File: src/rtl/fetch_pkg.sv
// Shared types and constants for the instruction-fetch responder.
package fetch_pkg;
  localparam int XLEN = 32;
  localparam logic [XLEN-1:0] RESET_VECTOR = 32'hBFC00000;
  localparam logic [XLEN-1:0] NOP_RV       = 32'h00000013;

  typedef struct packed {
    logic [XLEN-1:0] pc;
    logic [XLEN-1:0] instr;
    logic            fault;
    logic            dvalid;
  } fetch_entry_t;
endpackage

File: src/rtl/fetch_resp_fifo.sv
// 2-entry response queue with flush and a late data-capture write port.
module fetch_resp_fifo import fetch_pkg::*; (
  input  logic              clk,
  input  logic              reset,
  input  logic              flush,
  input  logic              push,
  input  fetch_entry_t      push_entry,
  input  logic              pop,
  input  logic              cap_we,
  input  logic              cap_slot,
  input  logic [XLEN-1:0]   cap_instr,
  output fetch_entry_t      head_entry,
  output logic              head_ptr,
  output logic              tail_ptr,
  output logic [1:0]        count
);
  fetch_entry_t [1:0] mem_q, mem_d;
  logic               head_q, head_d, tail_q, tail_d;
  logic [1:0]         count_q, count_d;

  always_comb begin
    mem_d = mem_q;
    if (cap_we) begin
      mem_d[cap_slot].instr  = cap_instr;
      mem_d[cap_slot].dvalid = 1'b1;
    end
    // a capture never targets the slot being pushed, so ordering is moot
    if (push) mem_d[tail_q] = push_entry;
  end

  always_comb begin
    head_d  = head_q ^ pop;
    tail_d  = tail_q ^ push;
    count_d = count_q + {1'b0, push} - {1'b0, pop};
    if (flush) begin
      head_d  = 1'b0;
      tail_d  = 1'b0;
      count_d = 2'd0;
    end
  end

  always_ff @(posedge clk or negedge reset) begin
    if (!reset) begin
      mem_q   <= '0;
      head_q  <= 1'b0;
      tail_q  <= 1'b0;
      count_q <= 2'd0;
    end else begin
      mem_q   <= mem_d;
      head_q  <= head_d;
      tail_q  <= tail_d;
      count_q <= count_d;
    end
  end

  assign head_entry = mem_q[head_q];
  assign head_ptr   = head_q;
  assign tail_ptr   = tail_q;
  assign count      = count_q;
endmodule

File: src/rtl/imem_fetch_responder.sv
// Fetch responder: address decode/fault check, ROM drive, response queue
// and a bypass of ROM data for the entry issued on the previous cycle.
module imem_fetch_responder import fetch_pkg::*; #(
  parameter int                    DATA_WIDTH = 32,
  parameter int                    ADDR_WIDTH = 10,
  parameter logic [DATA_WIDTH-1:0] BASE_ADDR  = RESET_VECTOR,
  parameter logic [DATA_WIDTH-1:0] NOP_INSTR  = NOP_RV
) (
  input  logic                  clk,
  input  logic                  reset,
  input  logic                  req_valid,
  output logic                  req_ready,
  input  logic [DATA_WIDTH-1:0] req_addr,
  input  logic                  flush,
  output logic [ADDR_WIDTH-1:0] rom_addr,
  input  logic [DATA_WIDTH-1:0] rom_rdata,
  output logic                  rsp_valid,
  input  logic                  rsp_ready,
  output logic [DATA_WIDTH-1:0] rsp_instr,
  output logic [DATA_WIDTH-1:0] rsp_pc,
  output logic [DATA_WIDTH-1:0] rsp_pcplus4,
  output logic                  rsp_fault
);
  logic [DATA_WIDTH-3:0] word_off;
  logic                  fault, accept, pop, head_bypass;
  logic                  pend_q, pend_d, pend_slot_q, pend_slot_d;
  logic                  head_ptr, tail_ptr;
  logic [1:0]            count;
  fetch_entry_t          push_entry, head_entry;

  // BASE_ADDR is word aligned, so the offset is taken in words directly
  assign word_off = req_addr[DATA_WIDTH-1:2] - BASE_ADDR[DATA_WIDTH-1:2];
  assign fault    = (req_addr[1:0] != 2'b00) ||
                    (word_off[DATA_WIDTH-3:ADDR_WIDTH] != '0);

  assign pop       = rsp_valid && rsp_ready;
  assign req_ready = ((count < 2'd2) || pop) && !flush;
  assign accept    = req_valid && req_ready;
  assign rom_addr  = accept ? word_off[ADDR_WIDTH-1:0] : '0;

  always_comb begin
    push_entry        = '0;
    push_entry.pc     = req_addr;
    push_entry.fault  = fault;
    push_entry.dvalid = fault;
    push_entry.instr  = fault ? NOP_INSTR : '0;
  end

  // accept is impossible during flush, so pend_d also clears on flush
  always_comb begin
    pend_d      = accept && !fault;
    pend_slot_d = pend_d ? tail_ptr : pend_slot_q;
  end

  always_ff @(posedge clk or negedge reset) begin
    if (!reset) begin
      pend_q      <= 1'b0;
      pend_slot_q <= 1'b0;
    end else begin
      pend_q      <= pend_d;
      pend_slot_q <= pend_slot_d;
    end
  end

  fetch_resp_fifo u_fifo (
    .clk        (clk),
    .reset      (reset),
    .flush      (flush),
    .push       (accept),
    .push_entry (push_entry),
    .pop        (pop),
    .cap_we     (pend_q && !flush),
    .cap_slot   (pend_slot_q),
    .cap_instr  (rom_rdata),
    .head_entry (head_entry),
    .head_ptr   (head_ptr),
    .tail_ptr   (tail_ptr),
    .count      (count)
  );

  assign head_bypass = pend_q && (pend_slot_q == head_ptr);
  assign rsp_valid   = (count != 2'd0) && (head_entry.dvalid || head_bypass);

  always_comb begin
    rsp_instr   = '0;
    rsp_pc      = '0;
    rsp_pcplus4 = '0;
    rsp_fault   = 1'b0;
    if (rsp_valid) begin
      rsp_instr   = head_entry.dvalid ? head_entry.instr : rom_rdata;
      rsp_pc      = head_entry.pc;
      rsp_pcplus4 = head_entry.pc + 32'd4;
      rsp_fault   = head_entry.fault;
    end
  end
endmodule

File: config.mk
export PLATFORM = sky130hd
export DESIGN_NAME = imem_fetch_responder
export DESIGN_NICKNAME = d
export VERILOG_FILES = /design/src/rtl/fetch_pkg.sv /design/src/rtl/fetch_resp_fifo.sv /design/src/rtl/imem_fetch_responder.sv
export SDC_FILE = /design/constraint.sdc
export NUM_CORES = 1
export LEC_CHECK = 0
export CAP_MARGIN = 20
export CORE_MARGIN = 1.5
export CORE_UTILIZATION = 36
export CTS_CLUSTER_DIAMETER = 120
export DETAILED_ROUTE_END_ITERATION = 10
export HOLD_SLACK_MARGIN = 0.08
export PLACE_DENSITY_LB_ADDON = 0.1
export SYNTH_ARGS = -nofsm -noshare
export SYNTH_HDL_FRONTEND = slang
export SYNTH_SLANG_ARGS = --single-unit
File: constraint.sdc
create_clock -name clk -period 3.66 [get_ports clk]
set_clock_uncertainty 0.05 [all_clocks]
set_input_delay 0.732 -clock clk [delete_from_list [all_inputs] [get_ports clk]]
set_output_delay 0.732 -clock clk [all_outputs]
set_load 0.03 [all_outputs]
# Word-level counts from Yosys, hierarchy flattened
# Cells that the tools add are included.
# totals
output_inout_bits	109
regBits	138
word_cells	66
input_bits	69
# op_classes
muxes	23
addsub	4
magnitude_cmp	6
n_reduce_logical	17
n_eq_ne	1
bitwise_logic	2
# op_table
op	count
bitwise mux 132 bit	3
2-to-1 mux 132 bit	2
demux 66 bit (select 1 bit)	3
2-to-1 mux 66 bit	3
2-to-1 mux 32 bit	4
2-to-1 mux 34 bit	1
adder 32 x 3 -> 32 bit, second input constant	1
subtractor 30 bit, second input constant	1
nonzero test 20 bit	1
2-to-1 mux 10 bit	1
logical AND 1 bit	9
less-than comparator 1 x 2 -> 1 bit, second input constant	3
2-to-1 mux 5 bit	1
2-to-1 mux 1 bit	4
nonzero test 2 bit	2
logical OR 1 bit	3
adder 2 x 1 -> 2 bit	1
>= comparator 1 bit, second input constant	2
zero test 1 bit	2
less-than comparator 2 bit, second input constant	1
2-to-1 mux 2 bit	1
subtractor 2 x 1 -> 2 bit	1
bitwise XOR 1 bit	2
equality test 1 bit	1

# Depth between registers and ports, before layout
# logic_depth
depth_word	11
mapped_depth	12
depth_no_buf	10

# Hierarchy
# A second synthesis with hierarchy kept.
# hier_totals
cells_unflattened	979
area_unflattened_um2	8464.4
# by_module_without_submodules
mod	seq_area_each_um2	cells_each	area_per_inst_um2	n_inst
fetch_resp_fifo	3403.3	700	6677.7	1
imem_fetch_responder	50.0	279	1786.7	1

# Worst setup path before layout
# No wires, ideal clock.
# synth_path
path_kind	flip-flop to output port
startpoint	register u_fifo.head_q (netlist: u_fifo.head_ptr)
endpoint	output port rsp_pcplus4[26]
stages_incl_launch_ff	12
required_ps	2878
n_path_buf	4
setup_slack_ps	9
arrival_ps	2869
path_cell_list	dfrtp_1 > buf_6 > buf_4 > buf_4 > buf_2 > mux2_2 > ha_1 > inv_1 > a211oi_4 > nand4_4 > nor3_1 > mux2i_1
# synth_between
elab_chain_cells	5
elab_cells_between_ends	8
cone_classes	1 x add/sub; 1 x eq/ne; 3 x mux; 3 x reduce/logical
# synth_rtl
item	line_no	text
from (decl)	fetch_resp_fifo.sv:18	logic head_q, head_d, tail_q, tail_d;
from (signal assigned)	fetch_resp_fifo.sv:45	head_q <= 1'b0;
from (signal assigned)	fetch_resp_fifo.sv:50	head_q <= head_d;
parallel branches: the longest is 4 deep, another holds adder 32 x 3 -> 32 bit	--	
2-to-1 mux 32 bit (*)	imem_fetch_responder.sv:89	if (rsp_valid) begin
to (decl)	imem_fetch_responder.sv:21	output logic [DATA_WIDTH-1:0] rsp_pcplus4,
# Mark *: on every way between the ends. The select of a mux whose other input is x is not followed.

# Worst setup path in the final report
# layout_path
startpoint	register u_fifo.head_q (netlist: u_fifo.head_ptr)
endpoint	output port rsp_pcplus4[27]
# The elaborated chain is that of the path after synthesis.

==> metrics.md <==
| Metric | Value |
|---|---|
| Die width | 152 um |
| Pleak | 0.00480 uW |
| Final Slew Violations | 0 |
| Setup TNS | -0.0208 ns |
| Post-synthesis adder-cell area fraction | 0.00780 |
| CTS Buf Count | 17 |
| Crit-path max FO | 9 |
| Netlist Area Pre-Place | approximately 8000 sq um |
| Max_cap viols | 0 |
| H-tree depth | 4 |
| Mux cell area share after synthesis | 0.0986 |
| # port buffers | ~180 |
| Slew HR | 0.505 |
| Yosys reg bits | 138 |
| TritonCTS clock tree | yes |
| Ranking of synthesized cells by area | dfrtp_1 (43%), nand2_1 (9.4%), mux2i_1 (8.7%) |
| Grt total ovfl | 0 |
| Final setup fails | 1 |
| Die area | between 20000 and 25000 sq um |
| Synth Warn # | 0 |
| Largest family of logic cells by synthesized area | simple AND/OR/NAND/NOR gates |
| Core Rows | 54 |
| I/O pin total | 178 |
| Netlist cell types | 55 |
| Detailed Route Iter0 Violations | roughly 450 |
| Final cycle utilization of the critical path | 1.01 |
| Root Buffer | clkbuf_16 |
| DPL Wire Length | 17400 um |
| Met2 WL | ~12000 um |
| Worst Path Arrival | 2.90 ns |
| RSZ-0062 raised after global routing | yes |
| Top sig layer | met4 |
| ANT cells | 0 |
| Crit end category | output port |
| DRC Markers | 0 |
| WL final | 25600 um |
| Initial Util | 0.367 |
| XOR/XNOR Fraction of Synth Area | 0.0186 |
| Post-synthesis sequential area ratio | 0.431 |
| Met3 wire length | 1240 um |
| Worst-Margin Slew | approximately 0.74 ns |
| Deepest clock path buffer count | 2 |
| Hold Vio Cnt, Final | 0 |
| Critical Path RT | 2.88 ns |
| Layout cells sized above 1 | 0.143 |
| Routed vias | 7422 |
| Syn Inst Count | 933 |
| Violated checks | setup timing |
| Simple-gate portion of the synthesized area | 0.212 |
| Fmax | 0.272 GHz |
| Vias in the first global route | 7366 |
| Worst VDD drop | 0.335 mV |
| Setup ws final | -0.0208 ns |
| Skew-Pair Late Insertion Delay | 0.41 ns |
| Final Util | 0.499 |
| Status | finished, violations left |
| Minimum clock period | 3.68 ns |
| Placer Congestion | around 0.87 |
| Overall Power | 6910 uW |
| Dominant synthesized flop cell | dfrtp_1 |
| # nets final | between 1000 and 1500 |
| GRT Util Overall | 0.223 |
| Yosys top cell area share | 0.431 |
| Clk pin slew, worst setup/hold paths | 0.06 ns |
| Area growth from synthesis to layout | 35.9% |
| Core ar. | about 22000 sq um |
| Number of synthesized flops with an enable pin | 0 |
| Clock Sinks | 138 |
| Worst hold-check path type | input port to async pin |
| Largest net degree at the start of global routing | 65 |
| Hold WS | 0.265 ns |
| Complex-gate fraction of the synthesized area | 0.168 |
| Total iterations of the first detailed-routing run | 5 |
| Antenna violations before repair | 0 |
| Avg Cell Area, Syn | 8.59 sq um |
| Critical path class | flop to output port |
| Syn nets | 1007 |
| Pwr Density | 634 nW/um^2 |
| Routed Antenna Nets | 0 |
| First-pass GRT wire length | 41400 um |
| Wire length per cell | roughly 18 um |
| Vias/cell | 5.26 |
| Die H | 152 um |
| Startpoint class of the critical path | flop |
| Post-synth top area cell | dfrtp_1 |
| Design area | 10900 sq um |
| # fillers | 2106 |
| Placed cell area | 10200 sq um |
| M1 WL | 12200 um |
| Async SR Flop Fraction | 1.00 |
| FF-to-FF setup slack | 1.17 ns |
cell type report:
cell class | instances | area (sq um) | area share
inverter | 47 | 176 | 0.0162
clock inverter | 13 | 120 | 0.0110
tap | 280 | 350 | 0.0322
multi-input combinational | 674 | 4120 | 0.378
sequential | 138 | 3460 | 0.317
clock buffer | 19 | 443 | 0.0407
timing repair buffer | 241 | 2230 | 0.205
placed cells by master (no fill, tap or decap), types with 32 or more instances in the layout:
master	netlist	layout
clkdlybuf4s50_1	0	89
dfrtp_1	138	137
a21oi_1	65	65
mux2i_1	70	70
a211oi_1	34	32
nor2_1	86	85
inv_1	45	45
buf_4	7	85
o2bb2ai_1	32	32
nand2_1	201	201
o22ai_1	41	41
per-stage QoR:
step,std cells,worst slack (ns)
after global routing,1412,-0.149
after detailed placement,1366,0.00156
after CTS,1403,-0.125
final,1412,-0.0208
after global placement,1366,0.0468
after floorplan,933,0.00929
timing repair:
action,CTS,global route
hold buffers,0,0
endpoints found under the hold margin,0,0
buffers inserted,5,9
setup endpoints to repair,58,30
pin swaps,4,3
resized for setup,52,54
state kept, by name, indices dropped and copies added (netlist names):
register / cells
pend_q: 1
u_fifo.count: 2
u_fifo.head_ptr: 1
u_fifo.mem_q: 132
pend_slot_q: 1
u_fifo.tail_ptr: 1
cells in the mapped netlist, drive strengths merged, types with 7 or more instances:
cell type and instances:
o22ai 41, nand3 16, inv 45, mux2 8, nand2 201, xnor2 12, nand4 11, a211oi 35
clkbuf 41, buf 33, dfrtp 138, nor2 86, nor3 7, a21oi 66, o2bb2ai 32, and2 22
nand4b 10, mux2i 70
cells by family after synthesis:
| group | Yosys count |
|---|---|
| AOI/OAI and AO/OA | 196 |
| xor gates and xnor gates | 17 |
| adders and majority gates | 5 |
| buffers and inverters | 121 |
| DFF | 138 |
| muxes | 78 |
| and+or+nand+nor | 378 |
worst paths after layout:
path                                             startpoint                             to  cells past startpoint
worst max-delay path              u_fifo.head_ptr$_DFF_PN0_                rsp_pcplus4[27]                     10
worst min-delay path                                  reset  u_fifo.mem_q[127]$_DFFE_PN0P_                      1
worst max register to register    u_fifo.head_ptr$_DFF_PN0_      u_fifo.count[1]$_DFF_PN0_                     11
worst min register to register  u_fifo.mem_q[1]$_DFFE_PN0P_    u_fifo.mem_q[1]$_DFFE_PN0P_                      2
max in group asynchronous                             reset      u_fifo.mem_q[3]$_DFF_PN0_                      2
min in group clk                u_fifo.mem_q[1]$_DFFE_PN0P_    u_fifo.mem_q[1]$_DFFE_PN0P_                      2
power by group:
part / internal, uW / total, uW / switching, uW
sequential: 1870 / 2210 / 337
clock: 955 / 1650 / 692
combinational: 1160 / 3060 / 1900
worst max-delay path, stage by stage, from the launching register on:
cell,delay [ns]
dfrtp_4,0.49
buf_6,0.15
buf_4,0.17
nand4b_1,0.21
a22oi_2,0.20
buf_4,0.15
nand4_4,0.14
buf_4,0.17
nor3b_2,0.17
mux2_2,0.35
clkdlybuf4s15_2,0.28
per-layer routing:
layer | global-route usage | up-vias
met5 | 0 | -
met4 | 0.0643 | 0
met3 | 0.0356 | 22
met2 | 0.354 | 212
met1 | 0.315 | 3583
li1 | - | 3605
Power figures use the tool's default switching activity.
